### src/rtl/adder_result_accumulator.sv
// -----------------------------------------------------------------------------
// adder_result_accumulator
//
// Purpose:
//   Sits directly downstream of a 4-bit ripple-carry adder and sums the per-beat
//   result {cout, s} over a frame of BEATS accepted beats. A frame can also be
//   closed early by a flush. Each frame total is offered on a valid/ready port.
//
// Parameters:
//   IN_W   width of the adder sum bits; a beat value is {in_cout, in_sum}
//   ACC_W  accumulator and result width (must be >= IN_W+1)
//   BEATS  accepted beats per full frame (must be >= 1)
//   CNT_W  derived beat-counter width, $clog2(BEATS+1)
//
// Ports:
//   clk        rising-edge clock
//   rst        synchronous, active-high reset
//   in_valid   beat present on in_sum/in_cout
//   in_ready   block accepts a beat this cycle (depends on state only)
//   in_sum     adder sum bits
//   in_cout    adder carry-out
//   flush      close the current frame early (ignored if it would be empty)
//   out_valid  out_total/out_ovf/out_beats hold a frame result
//   out_ready  downstream accepts the result
//   out_total  frame total
//   out_ovf    total carried out of ACC_W bits during the frame
//   out_beats  number of beats summed into out_total
//
// Configuration macro:
//   ACC_RESULT_SATURATE_EN  when defined, the accumulator clamps to all-ones on
//                           the first carry out of ACC_W and stays there for the
//                           rest of the frame. When undefined it wraps modulo
//                           2^ACC_W. out_ovf is reported in both builds.
// -----------------------------------------------------------------------------
module adder_result_accumulator #(
  parameter  int unsigned IN_W  = 4,
  parameter  int unsigned ACC_W = 12,
  parameter  int unsigned BEATS = 4,
  localparam int unsigned CNT_W = $clog2(BEATS + 1)
) (
  input  logic             clk,
  input  logic             rst,
  input  logic             in_valid,
  output logic             in_ready,
  input  logic [IN_W-1:0]  in_sum,
  input  logic             in_cout,
  input  logic             flush,
  output logic             out_valid,
  input  logic             out_ready,
  output logic [ACC_W-1:0] out_total,
  output logic             out_ovf,
  output logic [CNT_W-1:0] out_beats
);

  typedef enum logic [0:0] {
    ST_ACCUM = 1'b0,
    ST_HOLD  = 1'b1
  } state_t;

  state_t           state_q, state_d;
  logic [ACC_W-1:0] acc_q, acc_d;
  logic [CNT_W-1:0] cnt_q, cnt_d;
  logic             ovf_acc_q, ovf_acc_d;
  logic [ACC_W-1:0] total_q, total_d;
  logic             ovf_out_q, ovf_out_d;
  logic [CNT_W-1:0] beats_q, beats_d;

  logic             accept;
  logic [ACC_W-1:0] beat_val;
  logic [ACC_W:0]   sum_wide;
  logic [ACC_W-1:0] acc_upd;
  logic             ovf_upd;
  logic [CNT_W-1:0] cnt_upd;
  logic             frame_end;

  // Handshake outputs are decoded from the state register alone, so there is
  // no combinational path from out_ready or in_valid to in_ready.
  assign in_ready  = (state_q == ST_ACCUM);
  assign out_valid = (state_q == ST_HOLD);
  assign out_total = total_q;
  assign out_ovf   = ovf_out_q;
  assign out_beats = beats_q;

  assign accept = in_valid & in_ready;

  // Zero-extend the beat. Written as a default plus a slice so that it also
  // elaborates when ACC_W == IN_W+1 (a zero-width replication would not).
  always_comb begin
    beat_val           = '0;
    beat_val[IN_W:0]   = {in_cout, in_sum};
  end

  // One extra bit catches the carry out of the accumulator.
  assign sum_wide = {1'b0, acc_q} + {1'b0, beat_val};

  // Accumulator and overflow value after this cycle's beat (if any).
  always_comb begin
    acc_upd = acc_q;
    ovf_upd = ovf_acc_q;
    if (accept) begin
      ovf_upd = ovf_acc_q | sum_wide[ACC_W];
`ifdef ACC_RESULT_SATURATE_EN
      // Once saturated the accumulator is pinned at all-ones; any further
      // non-zero beat carries out again, and ovf_upd stays set regardless.
      acc_upd = ovf_upd ? {ACC_W{1'b1}} : sum_wide[ACC_W-1:0];
`else
      acc_upd = sum_wide[ACC_W-1:0];
`endif
    end
  end

  assign cnt_upd = cnt_q + CNT_W'(accept);

  // A flush only closes a frame that would contain at least one beat,
  // counting a beat accepted on the same edge. A flush that coincides with
  // the final beat produces a single frame end.
  assign frame_end = (state_q == ST_ACCUM) &&
                     ((accept && (cnt_q == CNT_W'(BEATS - 1))) ||
                      (flush && ((cnt_q != '0) || accept)));

  always_comb begin
    state_d   = state_q;
    acc_d     = acc_q;
    cnt_d     = cnt_q;
    ovf_acc_d = ovf_acc_q;
    total_d   = total_q;
    ovf_out_d = ovf_out_q;
    beats_d   = beats_q;

    unique case (state_q)
      ST_ACCUM: begin
        if (frame_end) begin
          total_d   = acc_upd;
          ovf_out_d = ovf_upd;
          beats_d   = cnt_upd;
          acc_d     = '0;
          cnt_d     = '0;
          ovf_acc_d = 1'b0;
          state_d   = ST_HOLD;
        end else begin
          acc_d     = acc_upd;
          cnt_d     = cnt_upd;
          ovf_acc_d = ovf_upd;
        end
      end
      ST_HOLD: begin
        // Result registers keep their values after the handshake; only
        // out_valid drops.
        if (out_ready) begin
          state_d = ST_ACCUM;
        end
      end
      default: begin
        state_d = ST_ACCUM;
      end
    endcase
  end

  always_ff @(posedge clk) begin
    if (rst) begin
      state_q   <= ST_ACCUM;
      acc_q     <= '0;
      cnt_q     <= '0;
      ovf_acc_q <= 1'b0;
      total_q   <= '0;
      ovf_out_q <= 1'b0;
      beats_q   <= '0;
    end else begin
      state_q   <= state_d;
      acc_q     <= acc_d;
      cnt_q     <= cnt_d;
      ovf_acc_q <= ovf_acc_d;
      total_q   <= total_d;
      ovf_out_q <= ovf_out_d;
      beats_q   <= beats_d;
    end
  end

endmodule

### config.mk
export PLATFORM = sky130hd
export DESIGN_NAME = adder_result_accumulator
export DESIGN_NICKNAME = d
export VERILOG_FILES = /design/src/rtl/adder_result_accumulator.sv
export SDC_FILE = /design/constraint.sdc
export NUM_CORES = 1
export LEC_CHECK = 0
export CAP_MARGIN = 10
export CORE_UTILIZATION = 40
export DETAILED_ROUTE_END_ITERATION = 12
export SYNTH_ARGS = -nofsm -noshare
export SYNTH_HDL_FRONTEND = slang
export SYNTH_SLANG_ARGS = --single-unit
### constraint.sdc
create_clock -name clk -period 4.46 [get_ports clk]
set_input_delay 0.892 -clock clk [delete_from_list [all_inputs] [get_ports clk]]
set_output_delay 0.892 -clock clk [all_outputs]
set_load 0.1 [all_outputs]
* Word-level counts from Yosys, hierarchy flattened
Index checks and enable logic that the tools add are counted.
** Operators by class
- Add/sub/neg operators :: 2
- Equal/unequal tests :: 1
- Mux-type cells :: 8
- Bitwise logic cells :: 3
- Reduce and logical (&&, ||, !) cells :: 7
** Operator list (count)
- $mux 12 :: 2
- $add 12x5->13 :: 1
- $mux 1 :: 4
- $add 3x1->3 :: 1
- $eq 3x2->1 const B :: 1
- $logic_and 1x1->1 :: 3
- $mux 3 :: 1
- $reduce_bool 3->1 :: 1
- $logic_or 1x1->1 :: 2
- $pmux 1 s2 :: 1
- $reduce_and 2->1 :: 1
- $and 1x1->1 :: 1
- $not 1->1 :: 1
- $or 1x1->1 :: 1
** Storage, ports and cells
- Register bits :: 33
- Output and inout port bits :: 18
- Logic and storage cells :: 28

* Logic depth before layout (Yosys ltp)
Gate-level depths: netlist of run 1.
- Depth after elaboration :: 8
- Gate-level depth with buffers :: 9

* Worst setup path before layout of run 1
OpenSTA, ideal clock, no wires.
- Kind :: register to output
- From :: register state_q, in the netlist out_valid
- To :: output port in_ready
- Data arrival time :: 1.769 ns
- Data required time :: 3.568 ns
- Slack :: 1.799 ns
- Cell stages (with the launch flop) :: 3
- Path buffers :: 1
- Path through :: dfxtp_1 clkbuf_1 inv_1
** Between the ends
- Word-level cells in the longest chain between the ends :: 1
** Ends and longest elaborated chain
- start: declaration :: RTL line 60 : state_t state_q, state_d;
- start signal: assignment :: RTL line 169 : state_q <= state_d;
- $not 1->1
- end: declaration :: RTL line 44 : output logic in_ready,
Every way passes these cells.

* Final worst setup path of run 1
- From :: register state_q, in the netlist out_valid
- To :: output port out_valid
** RTL lines
- end: declaration :: RTL line 48 : output logic out_valid,
No word-level cell between the ends.

==> results.json, run 1 <==
{
  "run_status": "finished clean",
  "finalSetupViolCount": 0,
  "crit_chain": "clkdlybuf4s50_1",
  "dp_hpwl_um": 2710,
  "max_freq_ghz": 0.328,
  "num_rows": 23,
  "synth_cell_types": 46,
  "peakVddDrop_mv": 0.180,
  "netlist_area_um2": 1720,
  "die_area_um2": 4570,
  "min_from": "acc_q[4]$_SDFFE_PP0N_",
  "ios": 28,
  "cts_num_sinks": 33,
  "clockPowerShare_pct": 30.4,
  "antenna_found_initial": 0,
  "grt_pass1_wl_um": 6390,
  "synth_edf_count": 0,
  "wl_um": 3810,
  "clk_pin_slew_worst_paths_ns": 0.07,
  "cp_num_buf_inv": 1,
  "worst_pin_slew_ns": 0.986,
  "cts_resized": 0,
  "seqPwrFrac_pct": 40.9,
  "leakage_nw": 0.783,
  "timing.rr.start": "out_valid$_SDFF_PP0_",
  "ys_seq_area_share_pct": 38.4,
  "reg2reg_depth": 6,
  "cp.arrival_ns": 2.15,
  "rsz0062_at_grt": "false",
  "swShare_pct": 36.2,
  "grt_max_degree": 29,
  "port_buffers": 27,
  "syn_nets": 213,
  "worst_slack_ns": 1.42,
  "r2r_setup_slack_ns": 2.25,
  "relSlewSlack_pct": 34.1,
  "r2r-end": "out_beats[2]$_SDFFE_PP0P_",
  "critPathTopFamily": "buffers and inverters",
  "synthToLayoutAreaGrowth_pct": 23.3,
  "worstSetupPathType": "reg2out",
  "intPower_uw": 524,
  "initial_utilization_pct": 42.4,
  "place_ws_ns": 1.40,
  "cts_max_level": 2,
  "gp_congestion": 0.780,
  "core_area_um2": 4060,
  "hold_viol": 0,
  "critPathRequiredTime_ns": 3.57,
  "die_y_um": 67.6,
  "max-cap-violations": 0,
  "cts_root_buffer": "clkbuf_8",
  "post-route-period-util_pct": 68.3,
  "power_frac_comb_pct": 28.8,
  "p_per_area_nw_per_um2": 387,
  "die_w_um": 67.6,
  "synth_area_leaders": "dfxtp_1, ha_1, nor2_1",
  "cts_buffers": 5,
  "nets": 238,
  "synth_common_cells": "dfxtp_1, nor2_1, nand2_1, a211oi_1, a21oi_1",
  "drv_slew": 0,
  "grt_use_total_pct": 18.9,
  "async_flop_share_pct": 0,
  "switching_power_uw": 297,
  "finalInstanceArea_um2": 2120,
  "clkLatencyLatePin_ns": 0.28,
  "worstPathMaxFanout": 14,
  "end_kind": "primary output",
  "tritoncts": "done",
  "hold_path_class": "reg2reg",
  "synth_top_area_share_pct": 38.4,
  "fin_worst_skew_ns": 0.00468,
  "postCtsHoldBufs": 0,
  "ys_seq_elements": 33,
  "startpoint_type": "flop",
  "power_uw": 821,
  "cpMaxStageDelayCell": "clkdlybuf4s50_1",
  "drive_gt1_share_pct": 8.14,
  "hold_end": "acc_q[4]$_SDFFE_PP0N_",
  "hold_path_depth": 2,
  "num_vias": 1482,
  "n_antenna_cell": 0,
  "avgSynthCellArea_um2": 8.83,
  "ant_nets": 0,
  "overflow": 0,
  "drc_errors": 0,
  "postCtsSetupRepairBufs": 0,
  "finalCriticalPeriod_ns": 3.04,
  "synth_warnings": 0,
  "slowest_delay_ns": 1.23,
  "yosysMostFrequentCell": "dfxtp_1",
  "clk_path_buf_depth": 2,
  "drt-initial-drc-count": 89,
  "synth_area_leader_cell": "dfxtp_1",
  "viasPerCell": 5.47,
  "fin_setup_tns_ns": 0,
  "placed_area_um2": 2020,
  "yosys_most_used_dff": "dfxtp_1",
  "grt_pass1_vias": 1350,
  "firstDrtPassIters": 5,
  "syn_inst": 195,
  "wl_per_cell_um": 14.1
}
## power groups by stage
stage | combinational [mW] | sequential [mW] | clock (mW)
global route | 0.253 | 0.338 | 0.269
detailed placement | 0.236 | 0.342 | 0
global placement | 0.236 | 0.340 | 0
CTS | 0.237 | 0.335 | 0.254
floorplan | 0.0969 | 0.426 | 0
finish | 0.236 | 0.335 | 0.249
## logic make-up after synthesis
logic type      after synthesis  share of synthesized area (%)
compound gates               59                           26.0
simple gates                 64                           18.4
mux                           2                           1.16
buf+inv                      19                           4.72
flops                        33                           38.4
fa+ha+maj                     8                           6.25
xor+xnor                     10                           5.09
## routing by layer
layer | GRT usage (%) | wire length (um)
met1 | 24.8 | 1900
met3 | 4.73 | 205
met5 | 0 | 0
met4 | 7.98 | 57
met2 | 29.0 | 1660
## registers in the layout, indices dropped and copies added, names as in the netlist
signal     cells
acc_q         12
cnt_q          3
out_beats      3
out_ovf        1
out_total     12
out_valid      1
ovf_acc_q      1
## metrics by stage
step / utilization [%] / std cells / hold WS [ns]
finish: 52.3 / 271 / 0.480
floorplan: - / 195 / 0.454
CTS: 52.3 / 271 / 0.485
detailed placement: 49.8 / 263 / 0.474
global route: 52.3 / 271 / 0.505
global placement: 49.8 / 263 / 0.465
## layout make-up
cell class	count	area, um^2
timing repair buffer	29	285
multi-input combinational	143	982
inverter	8	30.0
clock buffer	7	96.3
fill	374	1940
clock inverter	1	5.00
tap	50	62.6
sequential	33	661
## how the worst max path moves through the flow
| stage | from | to | slack (ns) | cells past startpoint |
|---|---|---|---|---|
| 2_1_floorplan | out_valid$_SDFF_PP0_ | in_ready | 1.80 | 2 |
| 3_3_place_gp | in_sum[0] | out_ovf$_SDFFE_PP0P_ | 1.47 | 9 |
| 3_5_place_dp | in_sum[0] | out_ovf$_SDFFE_PP0P_ | 1.40 | 9 |
| 4_1_cts | out_valid$_SDFF_PP0_ | out_valid | 1.40 | 1 |
| 5_1_grt | out_valid$_SDFF_PP0_ | out_valid | 1.36 | 1 |
| 6_report | out_valid$_SDFF_PP0_ | out_valid | 1.42 | 1 |
## cells in the final DEF, fill, tap and decap left out, drive strengths merged, types with 2 or more instances in the layout
| cell type | n |
|---|---|
| dfxtp | 33 |
| clkdlybuf4s50 | 27 |
| nor2 | 23 |
| nand2 | 14 |
| a211oi | 11 |
| a21oi | 10 |
| a31oi | 9 |
| inv | 8 |
| nand3 | 7 |
| ha | 7 |
| clkbuf | 7 |
| o21ai | 6 |
| nand2b | 5 |
| xor2 | 5 |
| a22oi | 5 |
| xnor2 | 5 |
| a311oi | 3 |
| nor2b | 2 |
| o22ai | 2 |
| nor3 | 2 |
| a21boi | 2 |
| o211a | 2 |
| mux2i | 2 |
| buf | 2 |
| o31a | 2 |
| and4b | 2 |
| o211ai | 2 |
(Power assumes the default switching activity.)
==> run 2: changes to the inputs <==
==> constraint.sdc (replaced) <==
create_clock -name clk -period 3.15 [get_ports clk]
set_input_delay 0.63 -clock clk [delete_from_list [all_inputs] [get_ports clk]]
set_output_delay 0.63 -clock clk [all_outputs]
set_load 0.1 [all_outputs]
==> results.json, run 2 (synthesis results as in run 1) <==
{
  "cts_resized": 0,
  "cts_root_buffer": "clkbuf_8",
  "n_antenna_cell": 0,
  "crit_cells": 9,
  "ios": 28,
  "gp_congestion": 0.764,
  "peakVddDrop_mv": 0.220,
  "grt_max_degree": 29,
  "core_area_um2": 4060,
  "relSlewSlack_pct": 61.7,
  "hold_path_class": "reg2reg",
  "num_vias": 1485,
  "seq_area_um2": 661,
  "dp_hpwl_um": 2700,
  "post-route-period-util_pct": 79.5,
  "place_ws_ns": 0.363,
  "port_buffers": 27,
  "antenna_found_initial": 0,
  "overflow": 0,
  "nets": 239,
  "p_per_area_nw_per_um2": 545,
  "num_rows": 23,
  "final_cells": 271,
  "power_mw": 1.13,
  "reg2reg_depth": 6,
  "critPathRequiredTime_ns": 3.35,
  "fillers": 397,
  "viasPerCell": 5.48,
  "hold_viol": 0,
  "grt_pass1_wl_um": 6440,
  "wl_per_cell_um": 14.2,
  "critPathTopFamily": "compound AO/OA/AOI/OAI gates",
  "fin_setup_tns_ns": 0,
  "initial_utilization_pct": 42.4,
  "clk_pin_slew_worst_paths_ns": 0.06,
  "firstDrtPassIters": 4,
  "grt_use_total_pct": 19.2,
  "rsz0062_at_grt": "false",
  "final_common_cell": "dfxtp_1",
  "max_freq_ghz": 0.399,
  "placed_area_um2": 1980,
  "finalSetupViolCount": 0,
  "ant_nets": 0,
  "worstSetupPathType": "in2reg",
  "die_y_um": 67.6,
  "crit_end": "out_ovf$_SDFFE_PP0P_",
  "timing.rr.start": "out_valid$_SDFF_PP0_",
  "run_status": "finished clean",
  "cpMaxStageDelayCell": "clkdlybuf4s50_1",
  "leakage_nw": 0.809,
  "fin_worst_skew_ns": 0.00402,
  "worst_pin_slew_ns": 0.569,
  "drv_slew": 0,
  "drive_gt1_share_pct": 15.8,
  "layout_common_cells": "dfxtp_1, nor2_1, buf_4",
  "max-cap-violations": 0,
  "end_kind": "flop",
  "finalCriticalPeriod_ns": 2.50,
  "drt-initial-drc-count": 87,
  "startpoint": "in_sum[0]",
  "postCtsHoldBufs": 0,
  "clk_path_buf_depth": 2,
  "r2r-end": "out_beats[2]$_SDFFE_PP0P_",
  "die_area_um2": 4570,
  "hold_ws_ns": 0.481,
  "wl_um": 3850,
  "r2r_setup_slack_ns": 0.91,
  "cp.arrival_ns": 2.71,
  "worstPathMaxFanout": 3,
  "cp_num_buf_inv": 2,
  "drc_errors": 0,
  "cts_max_level": 2,
  "startpoint_type": "input port",
  "final_core_util_pct": 51.0,
  "crit_chain": "clkdlybuf4s50_1 > ha_1 > inv_1 > fa_1 > nor2b_1 > o211ai_1 > a21boi_1 > a31oi_1 > a211oi_1",
  "worst_slack_ns": 0.645,
  "tritoncts": "done",
  "grt_pass1_vias": 1354,
  "cts_buffers": 5,
  "die_w_um": 67.6,
  "multi_input_area_um2": 982,
  "cts_num_sinks": 33,
  "slowest_delay_ns": 0.46,
  "dp.cells": 264,
  "clkLatencyLatePin_ns": 0.29,
  "postCtsSetupRepairBufs": 0,
  "finalInstanceArea_um2": 2070,
  "synthToLayoutAreaGrowth_pct": 20.2
}
-- run 2: cell types whose count changed in the layout (fill, tap and decap cells not counted) --
cell,change
clkdlybuf4s50_1,-18
clkbuf_1,+1
buf_4,+19
clkbuf_8,-1
clkinv_2,-1
-- run 2: cell type report --
type	instances	share of cell area, %
well taps	50	3.02
inverters	8	1.45
repair buffers	30	12.0
clock buffers	7	4.17
multi-input cells	143	47.5
flip-flops and latches	33	31.9
-- run 2: worst min-delay path, delay by kind of cell, from the launching register on --
| kind | cells | cell delay, ns |
|---|---|---|
| flops | 1 | 0.31 |
| buf+inv | 1 | 0.06 |
| compound gates | 1 | 0.06 |
-- run 2: report_power, final --
part | total, mW | internal, mW | switching [mW] | leakage, nW
Sequential | 0.474 | 0.447 | 0.0272 | 0.269
Combinational | 0.331 | 0.0934 | 0.238 | 0.496
Clock | 0.323 | 0.173 | 0.150 | 0.0443
-- run 2: worst min-delay path by stage --
stage	start	to	slack, ns	depth (start not counted)
after floorplan	acc_q[4]$_SDFFE_PP0N_	acc_q[4]$_SDFFE_PP0N_	0.45	2
after global placement	out_beats[1]$_SDFFE_PP0P_	out_beats[1]$_SDFFE_PP0P_	0.46	2
after detailed placement	acc_q[4]$_SDFFE_PP0N_	acc_q[4]$_SDFFE_PP0N_	0.47	2
after CTS	acc_q[4]$_SDFFE_PP0N_	acc_q[4]$_SDFFE_PP0N_	0.48	2
after global routing	acc_q[4]$_SDFFE_PP0N_	acc_q[4]$_SDFFE_PP0N_	0.51	2
final	acc_q[4]$_SDFFE_PP0N_	acc_q[4]$_SDFFE_PP0N_	0.48	2
-- run 2: per-layer routing --
metal  wire, um  part of all wire [%]  GRT usage (%)
met1       1940                    50           25.3
met5          0                     0              0
met3        149                   3.9           3.55
met4         58                   1.5           9.57
met2       1710                    44           29.7
==> run 3: changes to the inputs <==
==> constraint.sdc (replaced) <==
create_clock -name clk -period 2.5 [get_ports clk]
set_input_delay 0.5 -clock clk [delete_from_list [all_inputs] [get_ports clk]]
set_output_delay 0.5 -clock clk [all_outputs]
set_load 0.1 [all_outputs]
==> results.json, run 3 (synthesis results as in run 1) <==
{
  "hold_viol": 0,
  "worst_pin_slew_ns": 0.520,
  "overflow": 0,
  "grt_use_total_pct": 19.6,
  "num_vias": 1519,
  "leakage_nw": 0.866,
  "end_kind": "flop",
  "placed_area_um2": 2080,
  "drc_errors": 0,
  "drt-initial-drc-count": 80,
  "rsz0062_at_grt": "true",
  "crit_chain": "clkdlybuf4s50_1 > ha_1 > inv_1 > fa_1 > nor2b_1 > o211ai_1 > a21boi_1 > a31oi_1 > a211oi_1",
  "final_common_cell": "dfxtp_1",
  "die_area_um2": 4570,
  "ant_nets": 0,
  "grt_pass1_vias": 1361,
  "run_status": "finished clean",
  "core_area_um2": 4060,
  "clk_path_buf_depth": 2,
  "clkLatencyLatePin_ns": 0.29,
  "firstDrtPassIters": 4,
  "die_y_um": 67.6,
  "fin_worst_skew_ns": 0.00393,
  "peakVddDrop_mv": 0.325,
  "relSlewSlack_pct": 64.9,
  "layout_common_cells": "dfxtp_1, buf_4, nor2_1",
  "cp.arrival_ns": 2.55,
  "grt_max_degree": 29,
  "wl_um": 3930,
  "grt_pass1_wl_um": 6390,
  "hold_ws_ns": 0.482,
  "port_buffers": 27,
  "postCtsHoldBufs": 0,
  "finalCriticalPeriod_ns": 2.35,
  "antenna_found_initial": 0,
  "viasPerCell": 5.39,
  "cpMaxStageDelayCell": "clkdlybuf4s50_1",
  "critPathRequiredTime_ns": 2.71,
  "drive_gt1_share_pct": 19.8,
  "synthToLayoutAreaGrowth_pct": 25.7,
  "startpoint_type": "input port",
  "hold_path_class": "reg2reg",
  "clk_pin_slew_worst_paths_ns": 0.07,
  "postCtsSetupRepairBufs": 0,
  "cts_num_sinks": 33,
  "num_rows": 23,
  "worstSetupPathType": "in2reg",
  "initial_utilization_pct": 42.4,
  "cp_num_buf_inv": 2,
  "dp_hpwl_um": 2850,
  "p_per_area_nw_per_um2": 670,
  "drv_slew": 0,
  "worst_slack_ns": 0.153,
  "worstPathMaxFanout": 3,
  "wl_per_cell_um": 13.9,
  "post-route-period-util_pct": 93.9,
  "cts_root_buffer": "clkbuf_8",
  "slowest_delay_ns": 0.46,
  "max_freq_ghz": 0.426,
  "cts_buffers": 5,
  "cts_resized": 0,
  "place_ws_ns": -0.133,
  "max-cap-violations": 0,
  "tritoncts": "done",
  "n_antenna_cell": 0,
  "gp_congestion": 0.844,
  "nets": 250,
  "ios": 28,
  "critPathTopFamily": "compound AO/OA/AOI/OAI gates",
  "finalInstanceArea_um2": 2160,
  "finalSetupViolCount": 0,
  "die_w_um": 67.6,
  "cts_max_level": 2
}
run 3: changes by cell type in the layout (fill, tap and decap cells not counted), sizes merged:
cell	previous run	this run
buf	21	32
run 3: cell type report:
cell class                 instances  area, um^2
clock buffer                       7        86.3
fill                             364        1890
inverter                           8        30.0
multi-input combinational        143         982
sequential                        33         661
tap                               50        62.6
timing repair buffer              41         343
run 3: metal layers:
metal / track usage (%) / routed length [um]
met2: 29.0 / 1700
met1: 26.1 / 1970
met3: 6.25 / 190
met4: 7.98 / 59
met5: 0 / 0
run 3: path summary, 6_finish.rpt:
kind                              from                   endpoint  slack [ns]  cells past startpoint
max                          in_sum[0]       out_ovf$_SDFFE_PP0P_        0.15                      9
min          out_beats[1]$_SDFFE_PP0P_  out_beats[1]$_SDFFE_PP0P_        0.48                      2
max reg2reg      acc_q[0]$_SDFFE_PP0N_       out_ovf$_SDFFE_PP0P_        0.45                      8
min reg2reg  out_beats[1]$_SDFFE_PP0P_  out_beats[1]$_SDFFE_PP0P_        0.48                      2
run 3: per-stage QoR:
step | instances | TNS [ns] | power [mW] | utilization (%)
2_1_floorplan | 195 | 0 | 0.933 | -
3_3_place_gp | 275 | -0.383 | 1.05 | 51.2
3_5_place_dp | 275 | -0.679 | 1.05 | 51.2
4_1_cts | 282 | 0 | 1.46 | 53.3
5_1_grt | 282 | -0.0492 | 1.52 | 53.3
6_report | 282 | 0 | 1.45 | 53.3
run 3: where the power goes:
group	leakage (nW)	total [mW]	switching, mW	internal (mW)
registers	0.269	0.598	0.0345	0.563
clock network	0.0443	0.414	0.196	0.218
logic	0.553	0.438	0.303	0.136
run 3: worst register-to-register path, cell delays in order (launching register included):
cell and delay (ns):
dfxtp_1 0.36, ha_1 0.18, inv_1 0.05, fa_1 0.39
nor2b_1 0.23, o211ai_1 0.14, a21boi_1 0.25, a31oi_1 0.13
a211oi_1 0.24
